[src/rtl/swi_debouncer_pkg.sv]
// ============================================================================
// Module : swi_debouncer_pkg
// Brief  : Board-level constants shared by the switch-conditioning slice.
// Rev    : 1.0 - initial release
// ============================================================================
`default_nettype none

package swi_debouncer_pkg;

   localparam int NBITS_TOP       = 8;
   localparam int DEBOUNCE_CYCLES = 3;

endpackage : swi_debouncer_pkg

`default_nettype wire

[src/rtl/swi_debouncer_if.sv]
// ============================================================================
// Module : swi_debouncer_if
// Brief  : Raw switch levels in, debounced levels and edge strobes out.
// Rev    : 1.0 - initial release
// ============================================================================
`default_nettype none

interface swi_debouncer_if
   import swi_debouncer_pkg::*;
#(
   parameter int NBITS = NBITS_TOP
) ();

   logic [NBITS-1:0] swi_raw;
   logic [NBITS-1:0] swi_db;
   logic [NBITS-1:0] rise;
   logic [NBITS-1:0] fall;
   logic             changed;

   modport master (
      output swi_raw,
      input  swi_db,
      input  rise,
      input  fall,
      input  changed
   );

   modport slave (
      input  swi_raw,
      output swi_db,
      output rise,
      output fall,
      output changed
   );

endinterface : swi_debouncer_if

`default_nettype wire

[src/rtl/swi_debouncer_debounce_bit.sv]
// ============================================================================
// Module : debounce_bit
// Brief  : One switch bit: 2-flop synchronizer, stability counter, edge strobes.
// Rev    : 1.0 - initial release
// ============================================================================
`default_nettype none

module debounce_bit
   import swi_debouncer_pkg::*;
#(
   parameter int STABLE_CYCLES = DEBOUNCE_CYCLES
) (
   input  wire logic clk_2,
   input  wire logic reset,
   input  wire logic i_raw,
   output logic      o_db,
   output logic      o_rise,
   output logic      o_fall,
   output logic      o_accept
);

   localparam int              CNTW      = $clog2(STABLE_CYCLES + 1);
   localparam logic [CNTW-1:0] c_CNT_MAX = CNTW'(STABLE_CYCLES - 1);

   logic            r_sync1;
   logic            r_sync2;
   logic [CNTW-1:0] r_cnt;
   logic            r_db;
   logic            r_rise;
   logic            r_fall;

   logic            w_diff;
   logic            w_accept;

   assign w_diff   = (r_sync2 != r_db);
   // The accepting sample is the STABLE_CYCLES-th consecutive disagreement.
   assign w_accept = w_diff && (r_cnt == c_CNT_MAX);

   always_ff @(posedge clk_2 or posedge reset) begin
      if (reset) begin
         r_sync1 <= 1'b0;
         r_sync2 <= 1'b0;
         r_cnt   <= '0;
         r_db    <= 1'b0;
         r_rise  <= 1'b0;
         r_fall  <= 1'b0;
      end else begin
         r_sync1 <= i_raw;
         r_sync2 <= r_sync1;
         r_rise  <= w_accept &  r_sync2;
         r_fall  <= w_accept & ~r_sync2;
         if (!w_diff || w_accept) begin
            r_cnt <= '0;
         end else begin
            r_cnt <= r_cnt + CNTW'(1);
         end
         if (w_accept) begin
            r_db <= r_sync2;
         end
      end
   end

   assign o_db     = r_db;
   assign o_rise   = r_rise;
   assign o_fall   = r_fall;
   assign o_accept = w_accept;

endmodule : debounce_bit

`default_nettype wire

[src/rtl/swi_debouncer.sv]
// ============================================================================
// Module : swi_debouncer
// Brief  : Conditions NBITS raw switches into stable levels and edge strobes.
// Rev    : 1.0 - initial release
// ============================================================================
`default_nettype none

module swi_debouncer
   import swi_debouncer_pkg::*;
#(
   parameter int NBITS         = NBITS_TOP,
   parameter int STABLE_CYCLES = DEBOUNCE_CYCLES
) (
   input  wire logic       clk_2,
   input  wire logic       reset,
   swi_debouncer_if.slave  bus
);

   logic [NBITS-1:0] w_db;
   logic [NBITS-1:0] w_rise;
   logic [NBITS-1:0] w_fall;
   logic [NBITS-1:0] w_accept;
   logic             r_changed;

   for (genvar gi = 0; gi < NBITS; gi++) begin : g_bit
      debounce_bit #(
         .STABLE_CYCLES (STABLE_CYCLES)
      ) u_debounce_bit (
         .clk_2    (clk_2),
         .reset    (reset),
         .i_raw    (bus.swi_raw[gi]),
         .o_db     (w_db[gi]),
         .o_rise   (w_rise[gi]),
         .o_fall   (w_fall[gi]),
         .o_accept (w_accept[gi])
      );
   end

   // Registered from the per-bit accept terms so it lines up with rise/fall.
   always_ff @(posedge clk_2 or posedge reset) begin
      if (reset) begin
         r_changed <= 1'b0;
      end else begin
         r_changed <= |w_accept;
      end
   end

   assign bus.swi_db  = w_db;
   assign bus.rise    = w_rise;
   assign bus.fall    = w_fall;
   assign bus.changed = r_changed;

endmodule : swi_debouncer

`default_nettype wire

[src/flat_wrapper.sv]
// flat-port wrapper written by rule: the top's interface ports become plain ports
module swi_debouncer_flat import swi_debouncer_pkg::*;
#(
   parameter int NBITS         = NBITS_TOP,
   parameter int STABLE_CYCLES = DEBOUNCE_CYCLES
)
  (clk_2, reset, bus_swi_raw, bus_swi_db, bus_rise, bus_fall, bus_changed);
  swi_debouncer_if #(.NBITS(NBITS)) bus_i ();
  input  wire logic clk_2;
  input  wire logic reset;
  input wire logic [$bits(bus_i.swi_raw)-1:0] bus_swi_raw;
  output wire logic [$bits(bus_i.swi_db)-1:0] bus_swi_db;
  output wire logic [$bits(bus_i.rise)-1:0] bus_rise;
  output wire logic [$bits(bus_i.fall)-1:0] bus_fall;
  output wire logic [$bits(bus_i.changed)-1:0] bus_changed;
  assign bus_i.swi_raw = bus_swi_raw;
  assign bus_swi_db = bus_i.swi_db;
  assign bus_rise = bus_i.rise;
  assign bus_fall = bus_i.fall;
  assign bus_changed = bus_i.changed;
  swi_debouncer #(.NBITS(NBITS), .STABLE_CYCLES(STABLE_CYCLES)) u_core (.clk_2(clk_2), .reset(reset), .bus(bus_i));
endmodule
[config.mk]
export PLATFORM = sky130hd
export DESIGN_NAME = swi_debouncer_flat
export DESIGN_NICKNAME = d
export VERILOG_FILES = /design/src/rtl/swi_debouncer_pkg.sv /design/src/rtl/swi_debouncer_if.sv /design/src/rtl/swi_debouncer_debounce_bit.sv /design/src/rtl/swi_debouncer.sv /design/src/flat_wrapper.sv
export SDC_FILE = /design/constraint.sdc
export NUM_CORES = 1
export LEC_CHECK = 0
export BUFFER_PORTS_ARGS = -buffer_cell sky130_fd_sc_hd__buf_2
export CAP_MARGIN = 40
export CORE_MARGIN = 2
export CORE_UTILIZATION = 54
export DETAILED_ROUTE_END_ITERATION = 10
export PLACE_DENSITY = 0.86
export SYNTH_ARGS = -nofsm -noshare
export SYNTH_HDL_FRONTEND = slang
export SYNTH_SLANG_ARGS = --single-unit
[constraint.sdc]
create_clock -name clk_2 -period 1.8 [get_ports clk_2]
set_input_delay 0.18 -clock clk_2 [delete_from_list [all_inputs] [get_ports clk_2]]
set_output_delay 0.18 -clock clk_2 [all_outputs]
set_load 0.01 [all_outputs]
==> flow_metrics.env <==
export IMPL_crit_family="simple AND/OR/NAND/NOR gates"
export IMPL_dieArea_um2=4470
export IMPL_hold_path_cell_count=0
export IMPL_path_cells="xnor2_1, o22ai_1, or4_1"
export IMPL_met2_usage_pct=26.3
export IMPL_path_max_fanout=4
export IMPL_hold_violations=0
export IMPL_track_usage_pct=16.7
export IMPL_cts_resized_gates=0
export IMPL_fp_dieW_um=66.9
export IMPL_busiest_layer="met2"
export IMPL_yosysUniqueCellTypes=14
export IMPL_timing_critical_path_slowest_stage_cell="or4_1"
export IMPL_dp_cells=233
export IMPL_drive_above_1_share_pct=26.2
export IMPL_synth_largest_area_cell="dfrtp_1"
export IMPL_syn_avg_cell_area_um2=12.3
export IMPL_grtUsageMet1_pct=19.0
export IMPL_crit_cells=3
export IMPL_clockRootBuffer="clkbuf_8"
export IMPL_startpoint="u_core.g_bit[3].u_debounce_bit.o_db"
export IMPL_leakage_uw=0.00127
export IMPL_cp_end_kind="register"
export IMPL_crit_end="u_core.bus.changed"
export IMPL_antenna_found_initial=0
export IMPL_drc_errors=0
export IMPL_cp_data_required_time_ns=2.01
export IMPL_clock_sinks=57
export IMPL_setup_tns_final_ns=0
export IMPL_max_slew_margin_pct=74.6
export IMPL_hold_class="reg2reg"
export IMPL_yosysSeqAreaShare_pct=66.8
export IMPL_numPortBuffers=34
export IMPL_syn2layout_area_growth_pct=17.4
export IMPL_die_h_um=66.9
export IMPL_synthesis_area_um2=2140
export IMPL_gr_total_overflow=0
export IMPL_dr_pass1_iters=4
export IMPL_clkTransAtPathRegs_ns=0.07
export IMPL_start_kind="register"
export IMPL_cts_tree="done"
export IMPL_r2r_cells=3
export IMPL_wirelength_um=2940
export IMPL_crit_arrival_ns=1.69
export IMPL_placed_area_um2=2210
export IMPL_irDropWorstVdd_uv=803
export IMPL_diodes=0
export IMPL_coreArea_um2=3740
export IMPL_grt_pass1_wl_um=5190
export IMPL_setup_worst_path_class="reg2reg"
export IMPL_synth_area_leaders="dfrtp_1 (67%), buf_4 (8.4%), nor3_1 (5.4%)"
export IMPL_yosys_warnings=0
export IMPL_grt_use_met3_pct=8.61
export IMPL_final_cell_count_no_fill=258
export IMPL_nNetsFinal=223
export IMPL_tightest_slew_ns=0.380
export IMPL_wl_per_cell_um=11.4
export IMPL_initial_utilization_pct=57.1
export IMPL_clock_latency_ns=0.33
export IMPL_cts_max_level=3
export IMPL_path_buf_inv=0
export IMPL_numCtsBuffers=9
export IMPL_final_cell_area_um2=2510
export IMPL_fin_crit_ns=1.48
export IMPL_viasPerCell=4.66
export IMPL_route_antenna_remaining_nets=0
export IMPL_max_freq_mhz=675
export IMPL_num_io_pins=35
export IMPL_synth_fp_nets=191
export IMPL_clock_path_buffers=2
export IMPL_drv_cap=0
export IMPL_grt_pass1_vias=1218
export IMPL_slew_violations=0
export IMPL_timing_rr_start="u_core.g_bit[3].u_debounce_bit.o_db"
export IMPL_drt_initial_drc_count=50
export IMPL_setup_viol=0
export IMPL_place_hpwl_um=2040
export IMPL_fin_ws_ns=0.319
export IMPL_gp_congestion=0.734
export IMPL_outcome="finished clean"
export IMPL_pre_cts_ws_ns=0.331
export IMPL_r2r_end="u_core.bus.changed"
export IMPL_min_period_over_period_pct=82.3
export IMPL_crit_path_max_incr_delay_ns=0.51
export IMPL_vias=1202
export IMPL_ctsHoldBuffers=9
export IMPL_num_rows=22
export IMPL_syn_inst=173
export IMPL_rsz0062_at_grt="no"
export IMPL_power_density_nw_per_um2=1520
export IMPL_r2r_slack_ns=0.32
export IMPL_grt_max_degree=26
export IMPL_cts_setup_buffers=0
export IMPL_finClkSkew_ns=0.00929
export IMPL_ys_ff_latch=57
export IMPL_synth_top_area_share_pct=66.8
[power breakdown]
part           switching (uW)  internal [uW]  total, uW
sequential                182           1570       1750
clock                     508            677       1190
combinational             493            396        889
[synthesized netlist by cell type]
cell type and instances:
inv_1 24, mux2_2 1, or4_1 1, nor3_1 23, nor3b_1 2, nand2_1 7, nor2_1 7, buf_4 24
ha_1 8, xnor2_1 7, xnor2_2 1, o22ai_1 4, dfrtp_1 57, o21ai_0 7
[how the worst min path moves through the flow]
| stage | startpoint | endpoint | slack [ns] |
|---|---|---|---|
| CTS | u_core.g_bit[3].u_debounce_bit.r_sync1 | u_core.g_bit[3].u_debounce_bit.r_sync2 | 0.35 |
| global placement | reset | u_core.g_bit[5].u_debounce_bit.r_sync2 | 0.18 |
| floorplan | bus_swi_raw[0] | u_core.g_bit[0].u_debounce_bit.r_sync1 | 0.21 |
| detailed placement | reset | u_core.g_bit[5].u_debounce_bit.r_sync2 | 0.18 |
| global route | u_core.g_bit[6].u_debounce_bit.r_sync1 | u_core.g_bit[6].u_debounce_bit.r_sync2 | 0.35 |
| finish | u_core.g_bit[0].u_debounce_bit.r_sync1 | u_core.g_bit[0].u_debounce_bit.r_sync2 | 0.35 |
[final cells by class]
type / count / area [um^2]
clock inverter: 6 / 66.3
fill: 279 / 1240
sequential: 57 / 1430
timing repair buffer: 45 / 288
inverter: 24 / 90.1
tap: 48 / 60.1
clock buffer: 10 / 138
multi-input combinational: 68 / 439
[flip-flops by register name, summed over array words and instances (netlist names)]
signal,count
u_core.bus.changed,1
u_core.g_bit.u_debounce_bit.o_db,8
u_core.g_bit.u_debounce_bit.o_fall,8
u_core.g_bit.u_debounce_bit.o_rise,8
u_core.g_bit.u_debounce_bit.r_cnt,16
u_core.g_bit.u_debounce_bit.r_sync1,8
u_core.g_bit.u_debounce_bit.r_sync2,8
[worst reg2reg max path: cells and delay by family, from the launching register on]
| kind | cells | cell delay [ns] |
|---|---|---|
| AO/OA/AOI/OAI | 1 | 0.14 |
| flip-flops | 1 | 0.42 |
| AND/OR/NAND/NOR | 1 | 0.51 |
| XOR/XNOR | 1 | 0.30 |
[placed cells by master (no fill, tap or decap), types with 2 or more instances in the layout]
cell type,instances
xnor2_1,7
ha_1,8
nand2_1,7
clkbuf_8,10
inv_1,23
nor2_1,7
o21ai_0,7
o22ai_1,4
buf_2,34
dfrtp_1,57
clkinvlp_4,3
nor3b_1,2
nor3_1,23
dlygate4sd3_1,9
[per-layer routing]
metal  wire, um  vias up
met5          0        -
met4         36        0
met3        182        5
met2       1400       30
met1       1320      571
li1           -      596
[metrics by stage]
stage	total power (uW)	hold slack (ns)	utilization [%]
after global placement	2600	0.181	59.1
after detailed placement	2650	0.181	59.1
after CTS	3860	0.350	67.0
after floorplan	2510	0.211	-
after global routing	4090	0.355	67.0
final	3820	0.347	67.0
[cell families after synthesis]
logic type | share of synthesized area, %
multiplexers | 0.527
adder cells (fa/ha/maj) | 4.69
XOR/XNOR | 3.63
AND/OR/NAND/NOR | 8.90
flip-flops | 66.8
buffers and inverters | 12.7
AO/OA/AOI/OAI | 2.81
Note: power is estimated with default switching activity, not from simulation.
